$ cat config.mk
export PLATFORM = sky130hd
export DESIGN_NAME = traffic_lamp_guard
export DESIGN_NICKNAME = d
export VERILOG_FILES = /design/src/rtl/traffic_pkg.sv /design/src/rtl/traffic_lamp_guard_seq_checker.sv /design/src/rtl/traffic_lamp_guard.sv
export SDC_FILE = /design/constraint.sdc
export NUM_CORES = 1
export LEC_CHECK = 0
export ABC_AREA = 1
export CAP_MARGIN = 20
export CORE_MARGIN = 2
export CORE_UTILIZATION = 55
export CTS_CLUSTER_SIZE = 24
export DETAILED_ROUTE_END_ITERATION = 7
export GPL_TIMING_DRIVEN = 0
export PLACE_DENSITY = 0.77
export REMOVE_ABC_BUFFERS = 1
export SLEW_MARGIN = 15
export SYNTH_ARGS = -nofsm -noshare
export SYNTH_HDL_FRONTEND = slang
export SYNTH_SLANG_ARGS = --single-unit
export TNS_END_PERCENT = 30
$ cat constraint.sdc
create_clock -name clk -period 3.4 [get_ports clk]
set_input_delay 0.68 -clock clk [delete_from_list [all_inputs] [get_ports clk]]
set_output_delay 0.68 -clock clk [all_outputs]
set_load 0.02 [all_outputs]
$ cat src/rtl/traffic_pkg.sv
// ============================================================================
// Module      : traffic_pkg
// Description : Shared lamp encodings, guard state encoding, fault codes and
//               small helpers for the traffic lamp guard.
// Revision    : 1.0 - initial release
// ============================================================================
`default_nettype none

package traffic_pkg;

   // Lamp encoding: bit0 green, bit1 yellow, bit2 red, all-zero is dark
   localparam logic [2:0] LAMP_GREEN  = 3'b001;
   localparam logic [2:0] LAMP_YELLOW = 3'b010;
   localparam logic [2:0] LAMP_RED    = 3'b100;
   localparam logic [2:0] LAMP_DARK   = 3'b000;

   typedef enum logic [1:0] {
      ST_ALLRED = 2'd0,
      ST_NORMAL = 2'd1,
      ST_FAULT  = 2'd2
   } guard_state_t;

   localparam logic [2:0] FAULT_NONE     = 3'd0;
   localparam logic [2:0] FAULT_ILLEGAL  = 3'd1;
   localparam logic [2:0] FAULT_CONFLICT = 3'd2;
   localparam logic [2:0] FAULT_SEQUENCE = 3'd3;
   localparam logic [2:0] FAULT_STUCK    = 3'd4;

   // A lamp code is legal only when exactly one colour is lit
   function automatic logic is_onehot3(input logic [2:0] code);
      return (code == LAMP_GREEN) || (code == LAMP_YELLOW) || (code == LAMP_RED);
   endfunction

   // Allowed colour progression: green -> yellow -> red -> green
   function automatic logic legal_step(input logic [2:0] from_code, input logic [2:0] to_code);
      return ((from_code == LAMP_GREEN)  && (to_code == LAMP_YELLOW)) ||
             ((from_code == LAMP_YELLOW) && (to_code == LAMP_RED))    ||
             ((from_code == LAMP_RED)    && (to_code == LAMP_GREEN));
   endfunction

endpackage

`default_nettype wire

$ cat src/rtl/traffic_lamp_guard_seq_checker.sv
// ============================================================================
// Module      : lamp_seq_checker
// Description : Per-approach persistence filter, qualified lamp register and
//               illegal-code / bad-sequence flags.
// Revision    : 1.0 - initial release
// ============================================================================
`default_nettype none

module lamp_seq_checker
   import traffic_pkg::*;
#(
   parameter int FILTER_CYC = 2
)
(
   input  logic       clk,
   input  logic       rst,
   input  logic [2:0] code,
   input  logic       seq_en,
   input  logic       clear,
   output logic [2:0] qual,
   output logic       qual_chg,
   output logic       illegal,
   output logic       seq_err
);

   localparam int            CW       = $clog2(FILTER_CYC + 1);
   localparam logic [CW-1:0] FILT_MAX = CW'(FILTER_CYC);

   logic [2:0]    prev;
   logic [CW-1:0] run_cnt;
   logic [CW-1:0] ill_cnt;
   logic [CW-1:0] run_next;
   logic [CW-1:0] ill_next;
   logic          qualify;

   // Next values of the stability run and the illegal-code persistence count
   always_comb begin
      run_next = CW'(1);
      if ((run_cnt != '0) && (code == prev)) begin
         run_next = (run_cnt == FILT_MAX) ? run_cnt : run_cnt + CW'(1);
      end
      ill_next = '0;
      if (!is_onehot3(code)) begin
         ill_next = (ill_cnt == FILT_MAX) ? ill_cnt : ill_cnt + CW'(1);
      end
      qualify = (run_next == FILT_MAX) && (code != qual);
   end

   // Filter state, qualified value and registered fault flags
   always_ff @(posedge clk) begin
      if (rst) begin
         prev     <= LAMP_DARK;
         run_cnt  <= '0;
         ill_cnt  <= '0;
         qual     <= LAMP_RED;
         qual_chg <= 1'b0;
         illegal  <= 1'b0;
         seq_err  <= 1'b0;
      end else begin
         prev     <= code;
         run_cnt  <= run_next;
         qual_chg <= qualify;
         if (qualify) begin
            qual <= code;
         end
         // The sequence flag fires on the same edge the bad value qualifies
         seq_err <= qualify && seq_en && !clear && !legal_step(qual, code);
         if (clear) begin
            ill_cnt <= '0;
            illegal <= 1'b0;
         end else begin
            ill_cnt <= ill_next;
            illegal <= (ill_next == FILT_MAX);
         end
      end
   end

endmodule

`default_nettype wire

$ cat src/rtl/traffic_lamp_guard.sv
// ============================================================================
// Module      : traffic_lamp_guard
// Description : Safety stage behind the two-approach traffic light controller.
//               Filters the controller codes, detects illegal codes, conflicts,
//               bad sequences and (optionally) a stuck controller, and drives
//               the lamps; any fault latches a code and flashes red.
//               Optional watchdog: define TRAFFIC_GUARD_WDOG_EN.
// Revision    : 1.0 - initial release
// ============================================================================
`default_nettype none

module traffic_lamp_guard
   import traffic_pkg::*;
#(
   parameter int FILTER_CYC   = 2,
   parameter int ALLRED_TICKS = 2,
   parameter int WDOG_TICKS   = 8
)
(
   input  logic       clk,
   input  logic       rst,
   input  logic       tick,
   input  logic [2:0] light_A,
   input  logic [2:0] light_B,
   input  logic       clear_fault,
   output logic [2:0] lamp_A,
   output logic [2:0] lamp_B,
   output logic       fault,
   output logic [2:0] fault_code
);

   localparam int              FW      = $clog2(FILTER_CYC + 1);
   localparam logic [FW-1:0]   FILT_MAX = FW'(FILTER_CYC);
   localparam int              AW      = (ALLRED_TICKS > 0) ? $clog2(ALLRED_TICKS + 1) : 1;
   localparam logic [AW-1:0]   AR_MAX  = AW'(ALLRED_TICKS);

   guard_state_t  state;
   logic [AW-1:0] allred_cnt;
   logic          phase;

   logic [2:0]    qual_a;
   logic [2:0]    qual_b;
   logic          qchg_a;
   logic          qchg_b;
   logic          illegal_a;
   logic          illegal_b;
   logic          seq_a;
   logic          seq_b;
   logic          seq_en;
   logic          clr_evt;

   logic [FW-1:0] conf_cnt;
   logic [FW-1:0] conf_next;
   logic          conflict;
   logic          stuck;
   logic          allred_ok;
   logic [2:0]    det_code;

   assign seq_en  = (state == ST_NORMAL);
   assign clr_evt = (state == ST_FAULT) && clear_fault;

   lamp_seq_checker #(.FILTER_CYC(FILTER_CYC)) u_chk_a (
      .clk      (clk),
      .rst      (rst),
      .code     (light_A),
      .seq_en   (seq_en),
      .clear    (clr_evt),
      .qual     (qual_a),
      .qual_chg (qchg_a),
      .illegal  (illegal_a),
      .seq_err  (seq_a)
   );

   lamp_seq_checker #(.FILTER_CYC(FILTER_CYC)) u_chk_b (
      .clk      (clk),
      .rst      (rst),
      .code     (light_B),
      .seq_en   (seq_en),
      .clear    (clr_evt),
      .qual     (qual_b),
      .qual_chg (qchg_b),
      .illegal  (illegal_b),
      .seq_err  (seq_b)
   );

   // Conflict persistence: neither raw input shows red
   always_comb begin
      conf_next = '0;
      if (!light_A[2] && !light_B[2]) begin
         conf_next = (conf_cnt == FILT_MAX) ? conf_cnt : conf_cnt + FW'(1);
      end
   end

   // Conflict counter and its registered flag
   always_ff @(posedge clk) begin
      if (rst || clr_evt) begin
         conf_cnt <= '0;
         conflict <= 1'b0;
      end else begin
         conf_cnt <= conf_next;
         conflict <= (conf_next == FILT_MAX);
      end
   end

`ifdef TRAFFIC_GUARD_WDOG_EN
   localparam int            WW       = (WDOG_TICKS > 0) ? $clog2(WDOG_TICKS + 1) : 1;
   localparam logic [WW-1:0] WDOG_MAX = WW'(WDOG_TICKS);
   logic [WW-1:0] wdog_cnt;

   // Stuck-controller watchdog: ticks without a qualified change in NORMAL
   always_ff @(posedge clk) begin
      if (rst) begin
         wdog_cnt <= '0;
      end else if ((state != ST_NORMAL) || qchg_a || qchg_b) begin
         wdog_cnt <= '0;
      end else if (tick && (wdog_cnt != WDOG_MAX)) begin
         wdog_cnt <= wdog_cnt + WW'(1);
      end
   end

   assign stuck = (wdog_cnt == WDOG_MAX);
`else
   // No watchdog: a stuck fault can never be raised (the limit is always >= 0)
   localparam logic WDOG_ACTIVE = (WDOG_TICKS < 0);
   assign stuck = WDOG_ACTIVE;

   logic unused_qchg;
   assign unused_qchg = qchg_a ^ qchg_b;
`endif

   // Qualified inputs are safe to hand over to the controller
   assign allred_ok = is_onehot3(qual_a) && is_onehot3(qual_b) && (qual_a[2] || qual_b[2]);

   // Detection priority: illegal > conflict > sequence > stuck
   always_comb begin
      det_code = FAULT_NONE;
      if (illegal_a || illegal_b) begin
         det_code = FAULT_ILLEGAL;
      end else if (conflict) begin
         det_code = FAULT_CONFLICT;
      end else if (seq_a || seq_b) begin
         det_code = FAULT_SEQUENCE;
      end else if (stuck) begin
         det_code = FAULT_STUCK;
      end
   end

   // Guard FSM with registered lamp and fault outputs
   always_ff @(posedge clk) begin
      if (rst) begin
         state      <= ST_ALLRED;
         allred_cnt <= '0;
         phase      <= 1'b1;
         lamp_A     <= LAMP_RED;
         lamp_B     <= LAMP_RED;
         fault      <= 1'b0;
         fault_code <= FAULT_NONE;
      end else begin
         case (state)
            ST_ALLRED: begin
               lamp_A <= LAMP_RED;
               lamp_B <= LAMP_RED;
               if (tick && (allred_cnt != AR_MAX)) begin
                  allred_cnt <= allred_cnt + AW'(1);
               end
               if ((allred_cnt == AR_MAX) && allred_ok) begin
                  state <= ST_NORMAL;
               end
            end
            ST_NORMAL: begin
               if (det_code != FAULT_NONE) begin
                  state      <= ST_FAULT;
                  fault      <= 1'b1;
                  fault_code <= det_code;
                  phase      <= 1'b1;
                  lamp_A     <= LAMP_RED;
                  lamp_B     <= LAMP_RED;
               end else begin
                  lamp_A <= qual_a;
                  lamp_B <= qual_b;
               end
            end
            ST_FAULT: begin
               if (clear_fault) begin
                  state      <= ST_ALLRED;
                  fault      <= 1'b0;
                  fault_code <= FAULT_NONE;
                  allred_cnt <= '0;
                  phase      <= 1'b1;
                  lamp_A     <= LAMP_RED;
                  lamp_B     <= LAMP_RED;
               end else if (tick) begin
                  phase  <= ~phase;
                  lamp_A <= phase ? LAMP_DARK : LAMP_RED;
                  lamp_B <= phase ? LAMP_DARK : LAMP_RED;
               end
            end
            default: begin
               state  <= ST_ALLRED;
               lamp_A <= LAMP_RED;
               lamp_B <= LAMP_RED;
            end
         endcase
      end
   end

endmodule

`default_nettype wire

==> results.json <==
{
  "status": "finished, final reports clean",
  "port-buffer-count": 18,
  "fin_nets": 303,
  "cap_violations": 0,
  "drt_first_iter_violations": 68,
  "finalSetupViolations": 0,
  "rsz0062_at_grt": "no",
  "place_ws_ps": 560.3,
  "yosysUniqueCellTypes": 37,
  "synth_area_leaders": "dfxtp_1 40%, inv_1 7.0%, nand3_1 6.9%, ha_1 6.2%, nor2_1 5.7%",
  "hp-start": "fault_code[0]",
  "syn_area_um2": 2034,
  "cts_tree": "built",
  "vdd_drop_max_v": 0.0004154,
  "die_y_um": 64.82,
  "drc_errors": 0,
  "end_kind": "flop",
  "final_util_pct": 64.78,
  "numCtsBuffers": 5,
  "worst_pin_slew_ps": 748.7,
  "grt_antenna_before_repair": 0,
  "root_buffer": "clkbuf_8",
  "antenna_left": 0,
  "power_leakage_nw": 1.011,
  "fillers": 343,
  "fin_crit_sh_pct": 73.04,
  "critPathKind": "in -> reg",
  "cts_hold_buf": 0,
  "synthToLayoutAreaGrowth_pct": 14.82,
  "rr_startpoint": "state[1]",
  "switchingPower_mw": 0.4935,
  "start_util_pct": 56.42,
  "min_path_type": "reg -> reg",
  "viasPerCell": 5.021,
  "post_drt_wl_per_cell_um": 11.34,
  "rows": 22,
  "clk_latency_ps": 290,
  "max_freq_mhz": 402.7,
  "seqCellArea_um2": 820.8,
  "post_cts_resized": 0,
  "placedCellCount": 324,
  "cts_setup_buffers": 0,
  "setup_ws_ps": 916.7,
  "hpwlAfterDp_mm": 2.804,
  "synth_top_area_cell": "dfxtp_1",
  "syn_inst": 265,
  "p_seq_share_pct": 39.2,
  "p_comb_share_pct": 33.0,
  "clockBufferDepth": 2,
  "finalHoldViolCount": 0,
  "hold_end": "fault_code[0]",
  "pwr-share-clk_pct": 27.8,
  "fin_skew_ps": 5.341,
  "yosysWarningCount": 0,
  "ff2ff_setup_slack_ps": 1810,
  "die-width_um": 64.82,
  "power_density_nw_per_um2": 624.9,
  "tns_ps": 0,
  "core-area_um2": 3606,
  "final_cell_mix": "41 x dfxtp_1, 38 x inv_1, 31 x nor2_1, 30 x nand2_1, 28 x nand3_1",
  "gp_congestion": 0.8020,
  "r2r_cells": 8,
  "n_antenna_cell": 0,
  "synth_top_area_share_pct": 40.34,
  "cts.sinks": 41,
  "groute.usage.overall_pct": 20.34,
  "cp_data_required_time_ps": 3600,
  "synth.yosys.seq_area_share_pct": 40.34,
  "relSlewSlack_pct": 49.93,
  "multi_input_area_um2": 1005,
  "first_pass_iters": 5,
  "path_max_fanout": 18,
  "min_period_ps": 2483,
  "cts_htree_levels": 2,
  "mostFrequentLayoutCell": "dfxtp_1",
  "avgSynthCellArea_um2": 7.677,
  "start_kind": "input pin",
  "grt_pass1_vias": 1581,
  "drive_above_1_share_pct": 8.451,
  "overflow": 0,
  "p_int_mw": 0.9663,
  "clkSlewWorstSetupHoldPaths_ps": 80,
  "arrival_ps": 2680,
  "synth_seq_cells": 41,
  "power_switching_share_pct": 33.81,
  "final_cells": 332,
  "power_mw": 1.460,
  "dieArea_um2": 4202,
  "timing.final.max_slew_violations": 0,
  "rr_endpoint": "phase",
  "routed_wl_mm": 3.766,
  "hold_path_depth": 2,
  "grt_pass1_wl_mm": 6.679,
  "grt_start_max_net_pins": 19,
  "vias": 1667,
  "io_pins": 20
}
[area by class of cell]
class,count,area share [%]
clock buffer,7,3.696
clock inverter,1,1.285
inverter,41,6.588
multi-input combinational,176,43.01
sequential,41,35.14
tap,48,2.571
timing repair buffer,18,7.713
[sequential cells by signal, indices dropped and copies added (netlist names), 2 cells and up]
name / flops
u_chk_a.prev: 3
conf_cnt: 2
u_chk_a.run_cnt: 2
u_chk_b.ill_cnt: 2
u_chk_b.run_cnt: 2
u_chk_a.qual: 3
state: 2
lamp_B: 3
allred_cnt: 2
lamp_A: 3
u_chk_a.ill_cnt: 2
fault_code: 2
u_chk_b.qual: 3
u_chk_b.prev: 3
[worst max-delay path by stage]
stage                            to       start  cells after the start
CTS                 u_chk_b.seq_err         rst                      7
global placement    u_chk_b.seq_err         rst                      7
floorplan           u_chk_a.qual[1]  light_A[2]                      7
finish              u_chk_b.seq_err         rst                      7
global route        u_chk_b.seq_err         rst                      7
detailed placement  u_chk_b.seq_err         rst                      7
[critical path, stage by stage]
cell,delay [ps]
clkdlybuf4s50_1,960
inv_1,460
o21ai_4,260
nor2_2,70
nand2_1,70
nor2_1,30
and2_1,150
[cells in the mapped netlist]
library cell  count
nand4_1           3
o31ai_1           1
a21oi_2           1
xor2_1            6
buf_1             1
inv_2             3
conb_1            1
buf_2             2
nor2_4            2
nor2_1           31
nor3_1            6
nand3b_4          1
and3_1            1
o21ai_0          11
nor3b_1           2
and2_1            2
o21ai_2           1
o211ai_1          1
o21a_1            1
o21ai_1           4
o21bai_1          1
inv_1            38
ha_1             10
xnor2_1           2
nand2_2           1
buf_4             1
o21ai_4           1
a21oi_1          15
buf_6             3
nor4_1            3
nand3_1          28
nand3_2           2
dfxtp_1          41
nand3b_1          2
o22ai_1           1
nand2_1          30
nor2_2            5
[power groups by stage]
stage                     Sequential [mW]  Combinational [mW]  Clock, mW
after global placement              0.582               0.472          0
after detailed placement            0.583               0.479          0
after global routing                0.579               0.554      0.429
after floorplan                     0.596               0.340          0
final                               0.572               0.481      0.406
after CTS                           0.573               0.483      0.411
[per-stage QoR]
| step | area, µm² | hold slack (ps) |
|---|---|---|
| after floorplan | 1979 | 442.1 |
| after global placement | 2220 | 450.0 |
| after detailed placement | 2220 | 453.9 |
| after CTS | 2336 | 465.9 |
| after global routing | 2336 | 500.3 |
| final | 2336 | 462.3 |
[layer usage]
metal,wire (µm),share of wire [%],GRT usage [%],vias up
met5,0,0,0,-
met4,55,1.5,7.181,0
met3,123,3.3,3.646,6
met2,1675,44,34.66,21
met1,1913,51,25.71,750
li1,-,-,-,890
[cell families after synthesis]
logic type	synth area share (%)
AOI/OAI and AO/OA	10.83
xor gates and xnor gates	3.444
adders and majority gates	6.150
buffers and inverters	10.27
DFF	40.34
other	0.1843
and+or+nand+nor	28.78
Power figures use the tool's default switching activity.
